$ cat src/rtl/station_dock_pkg.sv
// Shared constants for the station docking controller: FSM state encodings,
// speed selector codes and a small elaboration-time helper.
package station_dock_pkg;

    localparam logic [2:0] IDLE   = 3'b000;
    localparam logic [2:0] CRUISE = 3'b001;
    localparam logic [2:0] SLOW   = 3'b010;
    localparam logic [2:0] DOCKED = 3'b011;
    localparam logic [2:0] DEPART = 3'b100;

    localparam logic [1:0] SPD_STOP = 2'b00;
    localparam logic [1:0] SPD_SLOW = 2'b01;
    localparam logic [1:0] SPD_FULL = 2'b10;

    function automatic int max_int(input int a, input int b);
        return (a > b) ? a : b;
    endfunction

endpackage

$ cat src/rtl/station_dock_ctrl_debounce.sv
// One IR sensor bit: two-flop synchroniser followed by a run-length debouncer
// that flips its output only after DEBOUNCE_CYC consecutive disagreeing cycles.
module dis_debounce
    import station_dock_pkg::*;
#(
    parameter int DEBOUNCE_CYC = 100000
) (
    input  logic clk,
    input  logic rst,
    input  logic din,
    output logic dout
);

    localparam int CW = max_int($clog2(DEBOUNCE_CYC), 1);

    logic          sync1_q, sync1_d;
    logic          sync2_q, sync2_d;
    logic          deb_q, deb_d;
    logic [CW-1:0] cnt_q, cnt_d;

    always_comb begin
        sync1_d = din;
        sync2_d = sync1_q;
        deb_d   = deb_q;
        cnt_d   = '0;
        // Any cycle of agreement restarts the run, so short glitches never flip the output.
        if (sync2_q != deb_q) begin
            if (cnt_q == CW'(DEBOUNCE_CYC - 1)) begin
                deb_d = ~deb_q;
            end else begin
                cnt_d = cnt_q + CW'(1);
            end
        end
    end

    always_ff @(posedge clk) begin
        if (rst) begin
            sync1_q <= 1'b0;
            sync2_q <= 1'b0;
            deb_q   <= 1'b0;
            cnt_q   <= '0;
        end else begin
            sync1_q <= sync1_d;
            sync2_q <= sync2_d;
            deb_q   <= deb_d;
            cnt_q   <= cnt_d;
        end
    end

    assign dout = deb_q;

endmodule

$ cat src/rtl/station_dock_ctrl.sv
// Rover docking sequencer: debounces the four IR sensors, slows on first contact,
// stops and counts arrivals on full pair contact, dwells, then departs with a lockout.
module station_dock_ctrl
    import station_dock_pkg::*;
#(
    parameter int DEBOUNCE_CYC = 100000,
    parameter int DWELL_CYC    = 200000000,
    parameter int LOCKOUT_CYC  = 50000000,
    parameter int CNT_W        = 4
) (
    input  logic             clk,
    input  logic             rst,
    input  logic             enable,
    input  logic [3:0]       DIS,
    input  logic             resume,
    output logic [1:0]       speed_cmd,
    output logic [1:0]       dock_side,
    output logic             arrived,
    output logic [CNT_W-1:0] station_cnt,
    output logic [2:0]       state_dbg
);

    localparam int TW = $clog2(max_int(max_int(DWELL_CYC, LOCKOUT_CYC), 2));

    logic [3:0] deb;
    logic       d_a, d_b, any_contact, pair;

    for (genvar i = 0; i < 4; i++) begin : g_deb
        dis_debounce #(.DEBOUNCE_CYC(DEBOUNCE_CYC)) u_deb (
            .clk  (clk),
            .rst  (rst),
            .din  (DIS[i]),
            .dout (deb[i])
        );
    end

    assign d_a         = &deb[1:0];
    assign d_b         = &deb[3:2];
    assign any_contact = |deb;
    assign pair        = d_a | d_b;

    logic [2:0]       state_q, state_d;
    logic [TW-1:0]    timer_q, timer_d;
    logic [1:0]       speed_q, speed_d;
    logic [1:0]       dock_side_q, dock_side_d;
    logic             arrived_q, arrived_d;
    logic [CNT_W-1:0] cnt_q, cnt_d;

    // The single timer serves both the DOCKED dwell and the DEPART lockout;
    // it is held at zero in every other state so each phase starts from zero.
    always_comb begin
        state_d     = state_q;
        timer_d     = '0;
        dock_side_d = dock_side_q;
        cnt_d       = cnt_q;
        if (!enable) begin
            state_d = IDLE;
        end else begin
            case (state_q)
                IDLE:   state_d = CRUISE;
                CRUISE: begin
                    if (pair)             state_d = DOCKED;
                    else if (any_contact) state_d = SLOW;
                end
                SLOW: begin
                    if (pair)              state_d = DOCKED;
                    else if (!any_contact) state_d = CRUISE;
                end
                DOCKED: begin
                    if (resume || timer_q == TW'(DWELL_CYC - 1)) state_d = DEPART;
                    else                                         timer_d = timer_q + TW'(1);
                end
                DEPART: begin
                    if (timer_q == TW'(LOCKOUT_CYC - 1)) state_d = CRUISE;
                    else                                 timer_d = timer_q + TW'(1);
                end
                default: state_d = IDLE;
            endcase
        end

        arrived_d = (state_d == DOCKED) && (state_q != DOCKED);
        if (arrived_d) begin
            dock_side_d = {d_b, d_a};
            cnt_d       = cnt_q + CNT_W'(1);
        end

        case (state_d)
            CRUISE, DEPART: speed_d = SPD_FULL;
            SLOW:           speed_d = SPD_SLOW;
            default:        speed_d = SPD_STOP;
        endcase
    end

    always_ff @(posedge clk) begin
        if (rst) begin
            state_q     <= IDLE;
            timer_q     <= '0;
            speed_q     <= SPD_STOP;
            dock_side_q <= 2'b00;
            arrived_q   <= 1'b0;
            cnt_q       <= '0;
        end else begin
            state_q     <= state_d;
            timer_q     <= timer_d;
            speed_q     <= speed_d;
            dock_side_q <= dock_side_d;
            arrived_q   <= arrived_d;
            cnt_q       <= cnt_d;
        end
    end

    assign speed_cmd   = speed_q;
    assign dock_side   = dock_side_q;
    assign arrived     = arrived_q;
    assign station_cnt = cnt_q;
    assign state_dbg   = state_q;

endmodule

$ cat config.mk
export PLATFORM = sky130hd
export DESIGN_NAME = station_dock_ctrl
export DESIGN_NICKNAME = d
export VERILOG_FILES = /design/src/rtl/station_dock_pkg.sv /design/src/rtl/station_dock_ctrl_debounce.sv /design/src/rtl/station_dock_ctrl.sv
export SDC_FILE = /design/constraint.sdc
export NUM_CORES = 1
export LEC_CHECK = 0
export BUFFER_PORTS_ARGS = -buffer_cell sky130_fd_sc_hd__clkbuf_2
export CAP_MARGIN = 20
export CORE_MARGIN = 5
export CORE_UTILIZATION = 35
export CTS_CLUSTER_DIAMETER = 100
export DETAILED_ROUTE_END_ITERATION = 7
export GPL_ROUTABILITY_DRIVEN = 0
export PLACE_DENSITY_LB_ADDON = 0.08
export SYNTH_ARGS = -nofsm -noshare
export SYNTH_HDL_FRONTEND = slang
export SYNTH_SLANG_ARGS = --single-unit
$ cat constraint.sdc
create_clock -name clk -period 1.74 [get_ports clk]
set_input_delay 0.261 -clock clk [delete_from_list [all_inputs] [get_ports clk]]
set_output_delay 0.261 -clock clk [all_outputs]
set_load 0.02 [all_outputs]
======== Word level (Yosys, flattened, before mapping) ========
Cells that the tools add are included.
storage, ports and cells
  bits in registers ....................... 120
  output and inout bits ................... 12
  logic and storage cells ................. 85
operators by class
  add/subtract/negate cells ............... 6
  equal/unequal tests ..................... 19
  mux-type cells .......................... 12
  bitwise gates (word level) .............. 10
  reduce and logical (&&, ||, !) cells .... 16
operator list
  kind                     number
  $add A17 B1 Y17 const B  4
  $eq A17 B17 Y1 const B   4
  $mux W28                 2
  $pmux W28 S2             1
  $add A28 B1 Y28 const B  1
  $eq A28 B26 Y1 const B   1
  $eq A28 B28 Y1 const B   1
  $mux W3                  7
  $pmux W3 S5              1
  $eq A3 B2 Y1 const B     4
  $reduce_and A2 Y1        6
  $reduce_or A3 Y1         4
  $not A1 Y1               9
  $eq A3 B1 Y1 const B     2
  $eq A3 B3 Y1 const B     2
  $add A4 B1 Y4 const B    1
  $ne A1 B1 Y1             4
  $pmux W2 S2              1
  $reduce_or A2 Y1         2
  $reduce_or A4 Y1         1
  $logic_not A3 Y1         1
  $ne A3 B2 Y1 const B     1
  $logic_and A1 B1 Y1      1
  $logic_or A1 B1 Y1       1
  $or A1 B1 Y1             1

======== Depth between registers and ports, before layout ========
  word-level depth ........................ 8
  gate-level depth with buffers ........... 9

======== By module ========
Synthesis repeated with hierarchy kept, for this count alone.
unflattened totals
  cell total of the unflattened synthesis .. 598
  area total of the unflattened synthesis .. 5432.7 sq um
modules (own cells, without submodules)
  module             instances  cells an instance  area an instance (sq um)
  dis_debounce       4          95                 895.9
  station_dock_ctrl  1          218                1849.3

======== Worst setup path after synthesis ========
No wires, ideal clock.
  path type ............................... register -> register
  start ................................... reg g_deb[0].u_deb.cnt_q[0]
  end ..................................... reg g_deb[0].u_deb.cnt_q[10]
  library setup time ...................... 0.115 ns
  arrival time ............................ 1.670 ns
  data required time ...................... 1.625 ns
  path slack .............................. -0.045 ns
  cell stages (with the launch flop) ...... 10
  path buffers ............................ 3
  period minus slack after synthesis ...... 1.785 ns
  path through ............................ dfxtp_1 > ha_1 > and3_1 > buf_2 > nand3_1 > nor4_1 > or3_1 > buf_4 > buf_6 > nor2_1
between the ends
  longest elaborated chain between the ends .. 2
  elaborated cells on any way between the ends .. 3
  classes of those cells .................. add/sub: 1; eq/ne: 1; reduce/logical: 1
RTL lines
  item                                                                     RTL line                          RTL
  start: declaration                                                       station_dock_ctrl_debounce.sv:19  logic [CW-1:0] cnt_q, cnt_d;
  start signal: assignment                                                 station_dock_ctrl_debounce.sv:46  cnt_q <= cnt_d;
  parallel branches: the longest is 2 deep, another holds $add A17 B1 Y17  --
Several ways; the timed one is not identified.
A chain may end at the register's enable or synchronous reset.

======== Final worst setup path ========
  start ................................... reg timer_q[12]
  end ..................................... reg speed_q[1] (netlist: speed_cmd[1])
between the ends
  longest elaborated chain between the ends .. 8
  elaborated cells on any way between the ends .. 12
  classes of those cells .................. eq/ne: 5; mux: 5; reduce/logical: 2
RTL lines
  item                                                 RTL line                  RTL
  start: declaration                                   station_dock_ctrl.sv:43   logic [TW-1:0] timer_q, timer_d;
  start signal: assignment                             station_dock_ctrl.sv:104  timer_q <= timer_d;
  $eq A28 B28 Y1                                       station_dock_ctrl.sv:70   if (resume || timer_q == TW'(DWELL_CYC - 1)) state_d = DEPART;
  $logic_or A1 B1 Y1                                   station_dock_ctrl.sv:70
  $mux W3                                              station_dock_ctrl.sv:70
  $pmux W3 S5 (*)                                      station_dock_ctrl.sv:59   case (state_q)
  $mux W3 (*)                                          station_dock_ctrl.sv:56   if (!enable) begin
  $eq A3 B1 Y1 / $eq A3 B3 Y1 (equally long branches)  station_dock_ctrl.sv:87   case (state_d)
  $reduce_or A2 Y1                                     station_dock_ctrl.sv:87
  $pmux W2 S2 (*)                                      station_dock_ctrl.sv:87
  end signal: assignment                               station_dock_ctrl.sv:105  speed_q <= speed_d;
  end: declaration                                     station_dock_ctrl.sv:44   logic [1:0] speed_q, speed_d;
Mark *: on every way between the ends. The rest lies on a longest branch, timed or not.

==> flow_summary.json <==
{
  "status": "complete, but fails checks",
  "violations": "negative setup slack",
  "htree_levels": 4,
  "grt.total_usage_pct": 13.2,
  "hold_buffers": 0,
  "async_reset_ff_share_pct": 0,
  "fmax_mhz": 567,
  "synth_edf_count": 0,
  "cp-end-kind": "flip-flop",
  "ys_seq_elements": 120,
  "critPathMaxFanout": 4,
  "boundaryPins": 20,
  "arrival_ps": 2060,
  "power_mw": 6.43,
  "slew_viol_final": 0,
  "synth.distinct_cells": 48,
  "setup-tns-final_ps": -24.9,
  "syn_area_mm2": 0.00522,
  "initial_utilization_pct": 35.8,
  "syn_to_final_growth_pct": 31.4,
  "maxSlewHeadroom_pct": 71.6,
  "numCtsBuffers": 17,
  "dieArea_mm2": 0.0175,
  "cpPeakStageDelay_ps": 400,
  "die_x_um": 132,
  "cp_num_cells": 5,
  "fillers": 1410,
  "port_buffers": 19,
  "wl_per_cell_um": 13.0,
  "drcViolationCount": 0,
  "ys_warn_count": 0,
  "clockRootBuffer": "clkbuf_16",
  "critPathRequiredTime_ps": 2040,
  "rr_worst_depth": 5,
  "min_path_cells": 2,
  "p_leak_nw": 2.45,
  "period_share_pct": 101,
  "grt_pass1_vias": 4201,
  "drt-initial-drc-count": 193,
  "skew_ps": 9.86,
  "design.core.area_mm2": 0.0146,
  "yosysSeqAreaShare_pct": 46.0,
  "crit_type": "reg2reg",
  "path_clk_slew_ps": 50,
  "cap_violations": 0,
  "syn_inst": 581,
  "vias_per_cell": 4.81,
  "clock_latency_ps": 410,
  "antenna_left": 0,
  "startpoint_type": "flip-flop",
  "cpLargestDelayFamily": "compound AO/OA/AOI/OAI gates",
  "path_cells": "nor4b_4, nand4_1, o31a_1, o2111a_1, o211a_1",
  "drt_wl_total_um": 11300,
  "first_pass_iters": 4,
  "grt_first_pass_wirelength_um": 19100,
  "finalNetCount": 686,
  "vias": 4179,
  "powerDensity_mw_per_mm2": 938,
  "final_hold_viol_count": 0,
  "crit_buf_inv": 0,
  "die_h_um": 132,
  "post-dp-hpwl_um": 7980,
  "synth_fp_nets": 595,
  "synthFlopType": "dfxtp_1",
  "ir_drop_mv": 0.724,
  "antenna_found_initial": 0,
  "finalSetupViolations": 1,
  "clock-sinks": 120,
  "grt-ovfl-total": 0,
  "cts_tree": "built",
  "rsz0062_at_grt": "yes",
  "drive_above_1_share_pct": 25.3,
  "worstMarginPinSlew_ps": 424,
  "min_path_type": "in2reg",
  "setup_slack_ps": -24.9,
  "cts_buffer_depth": 2,
  "synth.avg_cell_area_um2": 8.98,
  "grt_max_degree": 18,
  "slowest_stage": "o31a_1",
  "insertedDiodeCount": 0,
  "finalCriticalPeriod_ps": 1760,
  "core.rowCount": 44
}
==> Yosys cell counts, types with 7 or more instances <==
cell / count / area, um^2
and3_1: 19 / 119
nor3_1: 18 / 90.1
nand4_1: 18 / 113
nor2b_1: 11 / 68.8
xnor2_1: 59 / 517
xor2_1: 33 / 289
nand3_1: 24 / 120
mux2i_1: 7 / 70.1
nand2_1: 37 / 139
and4_1: 14 / 123
dfxtp_1: 120 / 2400
inv_1: 16 / 60.1
nor2_1: 125 / 469
nor4_1: 16 / 100
==> flip-flops by register name, indices dropped and copies added (netlist names) <==
signal,cells
arrived,1
dock_side,2
g_deb.u_deb.cnt_q,68
station_cnt,4
state_dbg,3
g_deb.u_deb.sync1_q,4
g_deb.u_deb.sync2_q,4
timer_q,28
speed_cmd,2
g_deb.u_deb.dout,4
==> report_power, final <==
group | internal, mW | switching [mW]
sequential | 2.76 | 0.00753
combinational | 0.0354 | 0.0464
clock | 2.39 | 1.20
==> cell type report <==
class                      count  area, um^2  area share, %
multi-input combinational    432        2890           42.2
sequential                   120        2420           35.4
timing repair buffer          85         644           9.39
clock buffer                  23         488           7.11
tap                          184         230           3.36
clock inverter                 9         120           1.75
inverter                      16        60.1          0.876
==> routing by layer <==
layer  vias to the layer above  wire length, um  GRT usage [%]
li1                       2156                -              -
met1                      1963             5460           16.7
met2                        46             5290           20.7
met3                        14              354           4.31
met4                         0              162           5.20
met5                         -                0              0
==> through the flow <==
stage	setup slack, ps	utilization, %	hold slack [ps]	instances	area [um^2]
global placement	-97.0	40.7	427	827	5940
global route	-81.4	47.0	74.5	869	6860
floorplan	8.41	-	389	581	5230
finish	-24.9	47.0	70.6	869	6860
CTS	-16.0	45.5	50.2	864	6640
detailed placement	-130	40.7	424	827	5940
==> worst register-to-register path, stage by stage, from the launching register on <==
cell and delay [ps]:
dfxtp_2 330, nor4b_4 270, nand4_1 150, o31a_1 400, o2111a_1 300, o211a_1 210
==> layout by cell type, fill, tap and decap left out, types with 7 or more instances in the layout <==
cell       count
and3_1        18
and4_1        11
buf_4         61
clkbuf_16     17
clkbuf_2      19
dfxtp_1      104
dfxtp_2       15
inv_1         16
mux2i_1        7
nand2_1       35
nand3_1       24
nand4_1       18
nor2_1       124
nor2b_1       11
nor3_1        16
nor4_2        11
xnor2_1       59
xor2_1        33
==> repair_timing <==
item                                    in CTS  in global routing
gates cloned                                 1                  0
endpoints found under the setup margin      48                 96
pin swaps                                   13                 18
buffers inserted                             4                  5
resized for setup                           15                 39
==> final timing paths <==
path	slack [ps]	endpoint	startpoint
worst max-delay path	-20	speed_cmd[1]$_SDFF_PP0_	timer_q[12]$_SDFF_PP0_
worst min-delay path	70	g_deb[2].u_deb.sync1_q$_SDFF_PP0_	DIS[2]
worst max register to register	-20	speed_cmd[1]$_SDFF_PP0_	timer_q[12]$_SDFF_PP0_
worst min register to register	440	g_deb[1].u_deb.sync2_q$_SDFF_PP0_	g_deb[1].u_deb.sync1_q$_SDFF_PP0_
==> logic make-up (layout without fill, tap and decap cells) <==
| kind of cell | Yosys count | count (layout) | share of synthesized area, % |
|---|---|---|---|
| and+or+nand+nor | 310 | 311 | 30.3 |
| DFF | 120 | 120 | 46.0 |
| xor gates and xnor gates | 92 | 92 | 15.4 |
| buffers and inverters | 30 | 133 | 2.90 |
| AOI/OAI and AO/OA | 16 | 16 | 2.56 |
| muxes | 7 | 7 | 1.34 |
| adders and majority gates | 6 | 6 | 1.44 |
Note: power is estimated with default switching activity, not from simulation.
